<file path="src/rtl/mem_stage.sv">
// Memory-access stage of the RV32I pipeline: issues data-memory requests, aligns load data,
// builds store strobes, stalls while memory is busy and owns the MEM/WB register.
module mem_stage #(
    parameter int unsigned WAIT_LIMIT = 255
) (
    input  logic        clk,
    input  logic        rst_n,
    input  logic        valid_mem,
    input  logic [31:0] alu_result_mem,
    input  logic [31:0] write_data_mem,
    input  logic [31:0] pc_plus4_mem,
    input  logic [4:0]  rd_mem,
    input  logic [2:0]  funct3_mem,
    input  logic        Mem_read_mem,
    input  logic        Mem_write_mem,
    input  logic        Reg_write_mem,
    input  logic [1:0]  Result_src_mem,
    output logic        dmem_req_valid,
    input  logic        dmem_req_ready,
    output logic        dmem_we,
    output logic [31:0] dmem_addr,
    output logic [31:0] dmem_wdata,
    output logic [3:0]  dmem_wstrb,
    input  logic        dmem_rsp_valid,
    input  logic [31:0] dmem_rdata,
    output logic        mem_stall,
    output logic [31:0] mem_read_data_wb,
    output logic [31:0] alu_result_wb,
    output logic [31:0] pc_plus4_wb,
    output logic [4:0]  rd_wb,
    output logic        Reg_write_wb,
    output logic [1:0]  Result_src_wb,
    output logic        misalign_err_wb,
    output logic        bus_err_wb
);
    localparam int unsigned CNT_W = (WAIT_LIMIT > 1) ? $clog2(WAIT_LIMIT + 1) : 1;
    localparam bit          WD_EN = (WAIT_LIMIT != 0);

    typedef enum logic {
        S_IDLE = 1'b0,
        S_WAIT = 1'b1
    } state_e;

    state_e           state_q, state_d;
    logic [CNT_W-1:0] cnt_q, cnt_d;

    logic        is_access, misaligned, mis_drop, issue;
    logic        req_valid_c, stall_c, load_done_c, abandon_c;
    logic [3:0]  wstrb_c;
    logic [31:0] wdata_c, load_data_c;
    logic [7:0]  lane_byte;
    logic [15:0] lane_half;

    assign is_access = valid_mem & (Mem_read_mem | Mem_write_mem);
    assign mis_drop  = is_access & misaligned;
    assign issue     = is_access & ~misaligned;

    always_comb begin
        misaligned = 1'b0;
        case (funct3_mem[1:0])
            2'b00:   misaligned = 1'b0;
            2'b01:   misaligned = alu_result_mem[0];
            default: misaligned = |alu_result_mem[1:0];
        endcase
    end

    // Request/stall control; the response is only looked at while waiting.
    always_comb begin
        state_d     = state_q;
        cnt_d       = cnt_q;
        req_valid_c = 1'b0;
        stall_c     = 1'b0;
        load_done_c = 1'b0;
        abandon_c   = 1'b0;
        case (state_q)
            S_IDLE: begin
                cnt_d = '0;
                if (issue) begin
                    req_valid_c = 1'b1;
                    if (!dmem_req_ready) begin
                        stall_c = 1'b1;
                    end else if (Mem_read_mem) begin
                        stall_c = 1'b1;
                        state_d = S_WAIT;
                    end
                end
            end
            S_WAIT: begin
                if (dmem_rsp_valid) begin
                    load_done_c = 1'b1;
                    state_d     = S_IDLE;
                end else if (WD_EN && cnt_q == CNT_W'(WAIT_LIMIT)) begin
                    abandon_c = 1'b1;
                    state_d   = S_IDLE;
                end else begin
                    stall_c = 1'b1;
                    cnt_d   = cnt_q + CNT_W'(1);
                end
            end
            default: state_d = S_IDLE;
        endcase
        if (!rst_n) begin
            req_valid_c = 1'b0;
            stall_c     = 1'b0;
        end
    end

    always_comb begin
        wstrb_c = 4'b1111;
        wdata_c = write_data_mem;
        case (funct3_mem[1:0])
            2'b00: begin
                wstrb_c = 4'b0001 << alu_result_mem[1:0];
                wdata_c = {4{write_data_mem[7:0]}};
            end
            2'b01: begin
                wstrb_c = 4'b0011 << {alu_result_mem[1], 1'b0};
                wdata_c = {2{write_data_mem[15:0]}};
            end
            default: ;
        endcase
    end

    always_comb begin
        lane_byte = dmem_rdata[7:0];
        case (alu_result_mem[1:0])
            2'b00: lane_byte = dmem_rdata[7:0];
            2'b01: lane_byte = dmem_rdata[15:8];
            2'b10: lane_byte = dmem_rdata[23:16];
            2'b11: lane_byte = dmem_rdata[31:24];
            default: ;
        endcase
        lane_half = alu_result_mem[1] ? dmem_rdata[31:16] : dmem_rdata[15:0];
        case (funct3_mem)
            3'b000:  load_data_c = {{24{lane_byte[7]}}, lane_byte};
            3'b001:  load_data_c = {{16{lane_half[15]}}, lane_half};
            3'b100:  load_data_c = {24'b0, lane_byte};
            3'b101:  load_data_c = {16'b0, lane_half};
            default: load_data_c = dmem_rdata;
        endcase
    end

    assign dmem_req_valid = req_valid_c;
    assign mem_stall      = stall_c;
    assign dmem_we        = Mem_write_mem & ~Mem_read_mem;
    assign dmem_addr      = {alu_result_mem[31:2], 2'b00};
    assign dmem_wdata     = wdata_c;
    assign dmem_wstrb     = dmem_we ? wstrb_c : 4'b0000;

    // FSM state plus MEM/WB register; a stall or empty slot becomes a bubble.
    always_ff @(posedge clk) begin
        if (!rst_n) begin
            state_q          <= S_IDLE;
            cnt_q            <= '0;
            mem_read_data_wb <= '0;
            alu_result_wb    <= '0;
            pc_plus4_wb      <= '0;
            rd_wb            <= '0;
            Reg_write_wb     <= 1'b0;
            Result_src_wb    <= '0;
            misalign_err_wb  <= 1'b0;
            bus_err_wb       <= 1'b0;
        end else begin
            state_q <= state_d;
            cnt_q   <= cnt_d;
            if (stall_c || !valid_mem) begin
                mem_read_data_wb <= '0;
                alu_result_wb    <= '0;
                pc_plus4_wb      <= '0;
                rd_wb            <= '0;
                Reg_write_wb     <= 1'b0;
                Result_src_wb    <= '0;
                misalign_err_wb  <= 1'b0;
                bus_err_wb       <= 1'b0;
            end else begin
                mem_read_data_wb <= load_done_c ? load_data_c : 32'h0;
                alu_result_wb    <= alu_result_mem;
                pc_plus4_wb      <= pc_plus4_mem;
                rd_wb            <= rd_mem;
                Reg_write_wb     <= Reg_write_mem & ~mis_drop & ~abandon_c;
                Result_src_wb    <= Result_src_mem;
                misalign_err_wb  <= mis_drop;
                bus_err_wb       <= abandon_c;
            end
        end
    end
endmodule

</file>
<file path="config.mk">
export PLATFORM = sky130hd
export DESIGN_NAME = mem_stage
export DESIGN_NICKNAME = d
export VERILOG_FILES = /design/src/rtl/mem_stage.sv
export SDC_FILE = /design/constraint.sdc
export NUM_CORES = 1
export LEC_CHECK = 0
export ABC_AREA = 1
export CORE_MARGIN = 10
export CORE_UTILIZATION = 25
export CTS_CLUSTER_DIAMETER = 150
export DETAILED_ROUTE_END_ITERATION = 8
export SETUP_SLACK_MARGIN = 0.05
export SYNTH_ARGS = -nofsm -noshare
export SYNTH_HDL_FRONTEND = slang
export SYNTH_SLANG_ARGS = --single-unit
</file>
<file path="constraint.sdc">
create_clock -name clk -period 4.7 [get_ports clk]
set_clock_uncertainty 0.05 [all_clocks]
set_input_delay 0.47 -clock clk [delete_from_list [all_inputs] [get_ports clk]]
set_output_delay 0.47 -clock clk [all_outputs]
set_load 0.01 [all_outputs]
</file>
==> results of run 1 <==
==> power by group <==
| group | leakage (nW) | internal (W) | switching (W) |
|---|---|---|---|
| clock | 0.330 | 0.00100 | 0.000478 |
| sequential | 0.937 | 0.00100 | 0.00000678 |
| combinational | 2.73 | 0.000267 | 0.000230 |
==> final timing paths <==
check                startpoint              to  slack, ns  cells past startpoint
setup reg to reg       cnt_q[0]  pc_plus4_wb[1]       2.19                      8
hold / removal         cnt_q[0]        cnt_q[0]       0.45                      2
hold reg to reg        cnt_q[0]        cnt_q[0]       0.45                      2
setup / recovery  funct3_mem[1]   dmem_wstrb[3]       1.23                      8
==> registers in the layout (all words and copies together) (netlist names), 2 cells and up <==
signal,count
pc_plus4_wb,32
rd_wb,5
cnt_q,8
mem_read_data_wb,32
Result_src_wb,2
alu_result_wb,32
==> layout make-up <==
type,count,area [µm²],area share [%]
multi-input cells,359,2040,22.3
repair buffers,324,3270,35.7
well taps,275,344,3.76
inverters,137,514,5.62
clock inverters,14,253,2.76
clock buffers,17,425,4.65
flip-flops and latches,115,2300,25.2
==> cell families after synthesis <==
group,share of synthesized area [%]
and+or+nand+nor,32.3
AOI/OAI and AO/OA,5.35
buffers and inverters,19.3
other,0.0697
DFF,42.8
adders and majority gates,0.233
==> placed cells by master, fill, tap and decap left out, types with 2 or more instances in the layout <==
cell type / n
a21oi_1: 16
a22oi_1: 4
buf_12: 3
bufinv_16: 6
clkbuf_16: 17
clkdlybuf4s50_1: 320
clkinv_4: 5
conb_1: 2
dfxtp_1: 115
inv_1: 134
inv_2: 3
inv_6: 2
nand2_1: 120
nand2_2: 3
nand3_1: 13
nand3_2: 2
nand4_1: 8
nor2_1: 88
nor2_4: 63
nor3_1: 2
o211ai_1: 9
o21ai_0: 19
==> worst max-delay path, stage by stage <==
cell and delay, ns:
clkdlybuf4s50_1 0.86, inv_2 0.21, nand2_1 0.42, inv_1 0.16, nand2_1 0.09, nand2_1 0.07, a21oi_1 0.13, clkdlybuf4s50_1 0.55
==> routing by layer <==
layer / track usage [%] / wire length [µm] / up-vias
met5: 0 / 0 / -
met4: 6.15 / 557 / 0
met3: 8.10 / 2620 / 25
met2: 24.0 / 9510 / 303
met1: 14.6 / 7870 / 2246
li1: - / - / 2510
==> through the flow <==
stage,power (W),instance area (µm²),utilization (%),hold slack (ns),setup WS [ns]
2_1_floorplan,0.00126,5380,-,0.412,2.81
3_3_place_gp,0.00153,8480,40.2,0.430,1.21
3_5_place_dp,0.00153,8480,40.2,0.435,1.20
4_1_cts,0.00304,9150,43.4,0.443,1.19
5_1_grt,0.00312,9150,43.4,0.484,1.00
6_report,0.00299,9150,43.4,0.447,1.23
==> metrics.md, run 1 <==
| Metric | Value |
|---|---|
| Die area | `0.0278 mm²` |
| RSZ-0062 raised after global routing | `no` |
| CP Data Required Time | `4.18 ns` |
| Synth cell count leaders | `inv_1, nand2_1, dfxtp_1` |
| Largest net degree at the start of global routing | `33` |
| Worst Path Max Fanout | `15` |
| Post-CTS sizing | `0` |
| I/O pin total | `323` |
| Synthesis-to-layout area growth | `70.2%` |
| Pre-antenna DRT Iters | `5` |
| Outcome | `completed` |
| Total track usage | `14.4%` |
| Drt wl/cell | `16.6 µm` |
| Final setup fails | `0` |
| Port bufs | `320` |
| Dpl hpwl | `17.5 mm` |
| N_diodes | `0` |
| P_leak | `4.00 nW` |
| Vias per inst | `4.10` |
| Synth unique cells | `31` |
| Die Ht | `167 µm` |
| # nets final | `1,101` |
| Routed WL | `20.6 mm` |
| Max cap viols | `0` |
| TritonCTS clock tree | `yes` |
| CORE AREA | `0.0211 mm²` |
| Setup Crit Path Kind | `in -> out` |
| Pwr Density | `326 mW/mm²` |
| Clk buf depth | `2` |
| Later-pin clock latency in the skew report | `0.40 ns` |
| Syn avg cell area | `8.00 µm²` |
| Site Rows | `53` |
| CTS sink cnt | `115` |
| Seq/Total Area, Yosys | `42.8%` |
| Total gr overflow | `0` |
| CP Data Arrival Time | `2.95 ns` |
| Root buf cell | `clkbuf_16` |
| Mapped Cells | `672` |
| CP Launch Type | `input port` |
| Final min period | `3.47 ns` |
| Yosys reg bits | `115` |
| Hold-fix buffers at CTS | `0` |
| EDFF count, synth | `0` |
| Ratio of cells with drive above 1 in the final layout | `11.6%` |
| Cell Area, Synth | `0.00538 mm²` |
| Cell taking the most area after synthesis | `dfxtp_1` |
| DRC violations left | `0` |
| FILL cells | `2,123` |
| Via count | `5,084` |
| # placed instances | `1,210` |
| Synth top area share | `42.8%` |
| Crit share post-route | `73.9%` |
| Hold Vio Cnt, Final | `0` |
| Non-Filler Instances | `1,241` |
| Ys flop type | `dfxtp_1` |
| Initial DRC Count | `175` |
| Inserted Clock Buffers | `17` |
| Vias in the first global route | `5,320` |
| Antenna-violating nets left | `0` |
| Asr flop ratio synth | `0%` |
| Setup bufs post-CTS | `0` |
| Initial antenna violation count | `0` |
| CTS clk-pin slew, worst paths | `0.05 ns` |
| Yosys warning count | `0` |
| First-pass GRT wire length | `31.4 mm` |
| Worst Hold Class | `reg -> reg` |
| Top-count cell post-synth | `inv_1` |
| Fmax | `288 MHz` |
| Starting Density | `25.5%` |
| Largest cells by area after synthesis | `dfxtp_1, nor2_4, inv_1, nand2_1, nor2_1` |
| Sum of negative setup slack | `0 ns` |
| Least-Margin Pin Slew | `0.944 ns` |
| Worst VDD drop | `0.181 mV` |
| H-tree depth | `4` |
| Worst setup EP type | `output port` |
| Die Span X | `167 µm` |
| RePlAce Congestion | `0.875` |
| Max-slew headroom | `36.9%` |
| Final Max Tran Viols | `0` |
Note: power is estimated with default switching activity, not from simulation.
==> run 2: changes to the inputs <==
==> constraint.sdc (replaced) <==
create_clock -name clk -period 3.5 [get_ports clk]
set_clock_uncertainty 0.05 [all_clocks]
set_input_delay 0.35 -clock clk [delete_from_list [all_inputs] [get_ports clk]]
set_output_delay 0.35 -clock clk [all_outputs]
set_load 0.01 [all_outputs]
==> run 2 against run 1 <==
  * Non-clock buffer count grew 5
  * Sequential power grew 35%
  * Final area rose by 0.93%
  * Power rose by 38%
  * Via count down 0.63%
  * First-iteration DRC count fell by 17%
  * Hold slack got worse by 0.026 ns
  * Critical path type unchanged
  * Critical endpoint unchanged
  * Largest power group unchanged
==> metrics.md, run 2 (same netlist as run 1, synthesis figures left out) <==
| Metric | Value |
|---|---|
| Final min period | `2.90 ns` |
| Die area | `0.0278 mm² (unchanged)` |
| Metal-1 WL | `7.77 mm (-1.2%)` |
| Critical Path Stages | `8 (unchanged)` |
| Crit-path cells | `clkdlybuf4s50_1 > inv_2 > nand2_1 > inv_1 > nand2_1 > nand2_1 > a21oi_1 > clkdlybuf4s50_1` |
| Hold Vio Cnt, Final | `0 (unchanged)` |
| Setup Crit Path Kind | `in -> out` |
| Worst r2r src | `cnt_q[1]` |
| Die Span X | `167 µm (unchanged)` |
| Total track usage | `14.2% (-0.19 points)` |
| Inserted Clock Buffers | `17 (unchanged)` |
| Fmax | `344 MHz` |
| Fin worst setup slack | `0.596 ns (-0.629 ns)` |
| # nets final | `1,106 (+0.45%)` |
| Root buf cell | `clkbuf_16` |
| Die Ht | `167 µm (unchanged)` |
| Final Max Tran Viols | `0 (unchanged)` |
| Vias in the first global route | `5,253 (-1.3%)` |
| Final setup fails | `0 (unchanged)` |
| Max layer used | `met4` |
| N_diodes | `0 (unchanged)` |
| Max cap viols | `0 (unchanged)` |
| Routed WL | `20.6 mm (about the same)` |
| Post-CTS sizing | `0 (unchanged)` |
| Initial DRC Count | `145 (-17%)` |
| Max-slew headroom | `39.7% (+2.8 points)` |
| Vias per inst | `4.05 (-1.1%)` |
| Worst setup EP type | `output port` |
| Met3 WL | `2.83 mm (+7.9%)` |
| Hold Startpoint | `pc_plus4_mem[30]` |
| Largest net degree at the start of global routing | `39 (+18%)` |
| H-tree depth | `4 (unchanged)` |
| Clk buf depth | `2 (unchanged)` |
| Setup bufs post-CTS | `0 (unchanged)` |
| Crit path max-delay cell type | `clkdlybuf4s50_1` |
| Port bufs | `320 (unchanged)` |
| Outcome | `completed` |
| CTS sink cnt | `115 (unchanged)` |
| Sum of negative setup slack | `0 ns (unchanged)` |
| RePlAce Congestion | `0.858 (-1.9%)` |
| Pre-antenna DRT Iters | `4 (-1)` |
| Via count | `5,052 (-0.63%)` |
| Max stage delay on crit path | `0.60 ns (-0.26 ns)` |
| Hold path cells | `3 (+1)` |
| Most frequent cells in the layout | `clkdlybuf4s50_1, inv_1, nand2_1` |
| CP Launch Type | `input port` |
| Place WS | `0.594 ns (-0.603 ns)` |
| CP Data Required Time | `3.10 ns (-1.08 ns)` |
| Antenna-violating nets left | `0 (unchanged)` |
| WL met2 | `9.34 mm (-1.8%)` |
| TritonCTS clock tree | `yes` |
| I/O pin total | `323 (unchanged)` |
| Ratio of cells with drive above 1 in the final layout | `12.1% (+0.55 points)` |
| CORE AREA | `0.0211 mm² (unchanged)` |
| CTS clk-pin slew, worst paths | `0.06 ns (about the same)` |
| Cell family with most CP delay | `buffers and inverters` |
| Dpl hpwl | `17.4 mm (-0.32%)` |
| Worst Hold End | `pc_plus4_wb[30]` |
| R2R cell count | `7 (-1)` |
| First-pass GRT wire length | `30.8 mm (-1.7%)` |
| Worst Path Buf+Inv | `4 (unchanged)` |
| Site Rows | `53 (unchanged)` |
| Commonest non-fill, non-tap cell in the layout | `clkdlybuf4s50_1` |
| Crit-path most repeated cell | `nand2_1` |
| Worst Path Max Fanout | `11 (-4)` |
| Top flop regs | `alu_result_wb x32, mem_read_data_wb x32, pc_plus4_wb x32` |
| DRC violations left | `0 (unchanged)` |
| Least-Margin Pin Slew | `0.902 ns (-0.0419 ns)` |
| Reg2Reg Capture Point | `mem_read_data_wb[3]` |
| R2R Setup Slk | `1.26 ns (-0.93 ns)` |
| Starting Density | `25.5% (unchanged)` |
| Hold-fix buffers at CTS | `0 (unchanged)` |
| RSZ-0062 raised after global routing | `no` |
| Worst Hold Class | `in -> reg` |
| Crit share post-route | `83.0%` |
| Drt wl/cell | `16.5 µm (-0.43%)` |
| CP Data Arrival Time | `2.50 ns (-0.45 ns)` |
| Initial antenna violation count | `0 (unchanged)` |
| Worst VDD drop | `0.249 mV (+38%)` |
| Synthesis-to-layout area growth | `71.8%` |
| Later-pin clock latency in the skew report | `0.41 ns (about the same)` |
| Pwr Density | `446 mW/mm² (+37%)` |
| P_leak | `4.04 nW (+1.1%)` |
| Total gr overflow | `0 (unchanged)` |
## run 2: metrics by stage
step / utilization, % / std cells / hold slack (ns) / instance area (µm²) / power, W
detailed placement: 40.4 / 1215 / 0.434 / 8530 / 0.00206
floorplan: - / 673 / 0.412 / 5380 / 0.00169
global placement: 40.4 / 1215 / 0.429 / 8530 / 0.00206
CTS: 43.8 / 1247 / 0.396 / 9240 / 0.00419
finish: 43.8 / 1247 / 0.421 / 9240 / 0.00412
global route: 43.8 / 1247 / 0.416 / 9240 / 0.00429
## run 2: worst max-delay path by stage
stage / startpoint / slack, ns / end
after global placement: funct3_mem[1] / 0.61 / dmem_wstrb[3]
after global routing: funct3_mem[1] / 0.45 / dmem_wstrb[3]
after floorplan: alu_result_mem[1] / 1.85 / dmem_wstrb[0]
final: funct3_mem[1] / 0.60 / dmem_wstrb[3]
after CTS: funct3_mem[1] / 0.59 / dmem_wstrb[3]
after detailed placement: funct3_mem[1] / 0.59 / dmem_wstrb[3]
## run 2: layout make-up
class,count,area (µm²)
fillers,2096,11800
inverters,137,514
clock inverters,14,274
flip-flops and latches,115,2300
repair buffers,329,3320
well taps,275,344
multi-input cells,359,2040
clock buffers,18,439
## run 2: power by group
part / internal [W] / switching [W] / total, W
logic: 0.000363 / 0.000309 / 0.000672
clock network: 0.00144 / 0.000651 / 0.00209
registers: 0.00135 / 0.00000961 / 0.00136
total: 0.00315 / 0.000970 / 0.00412
## run 2: routing by layer
layer,up-vias,track usage (%)
li1,2525,-
met1,2208,14.0
met2,288,23.4
met3,31,9.11
met4,0,6.15
met5,-,0
## run 2: tightest hold or removal path, delay by kind of cell
family	cells	cell delay (ns)
and+or+nand+nor	1	0.03
buffers and inverters	2	0.45
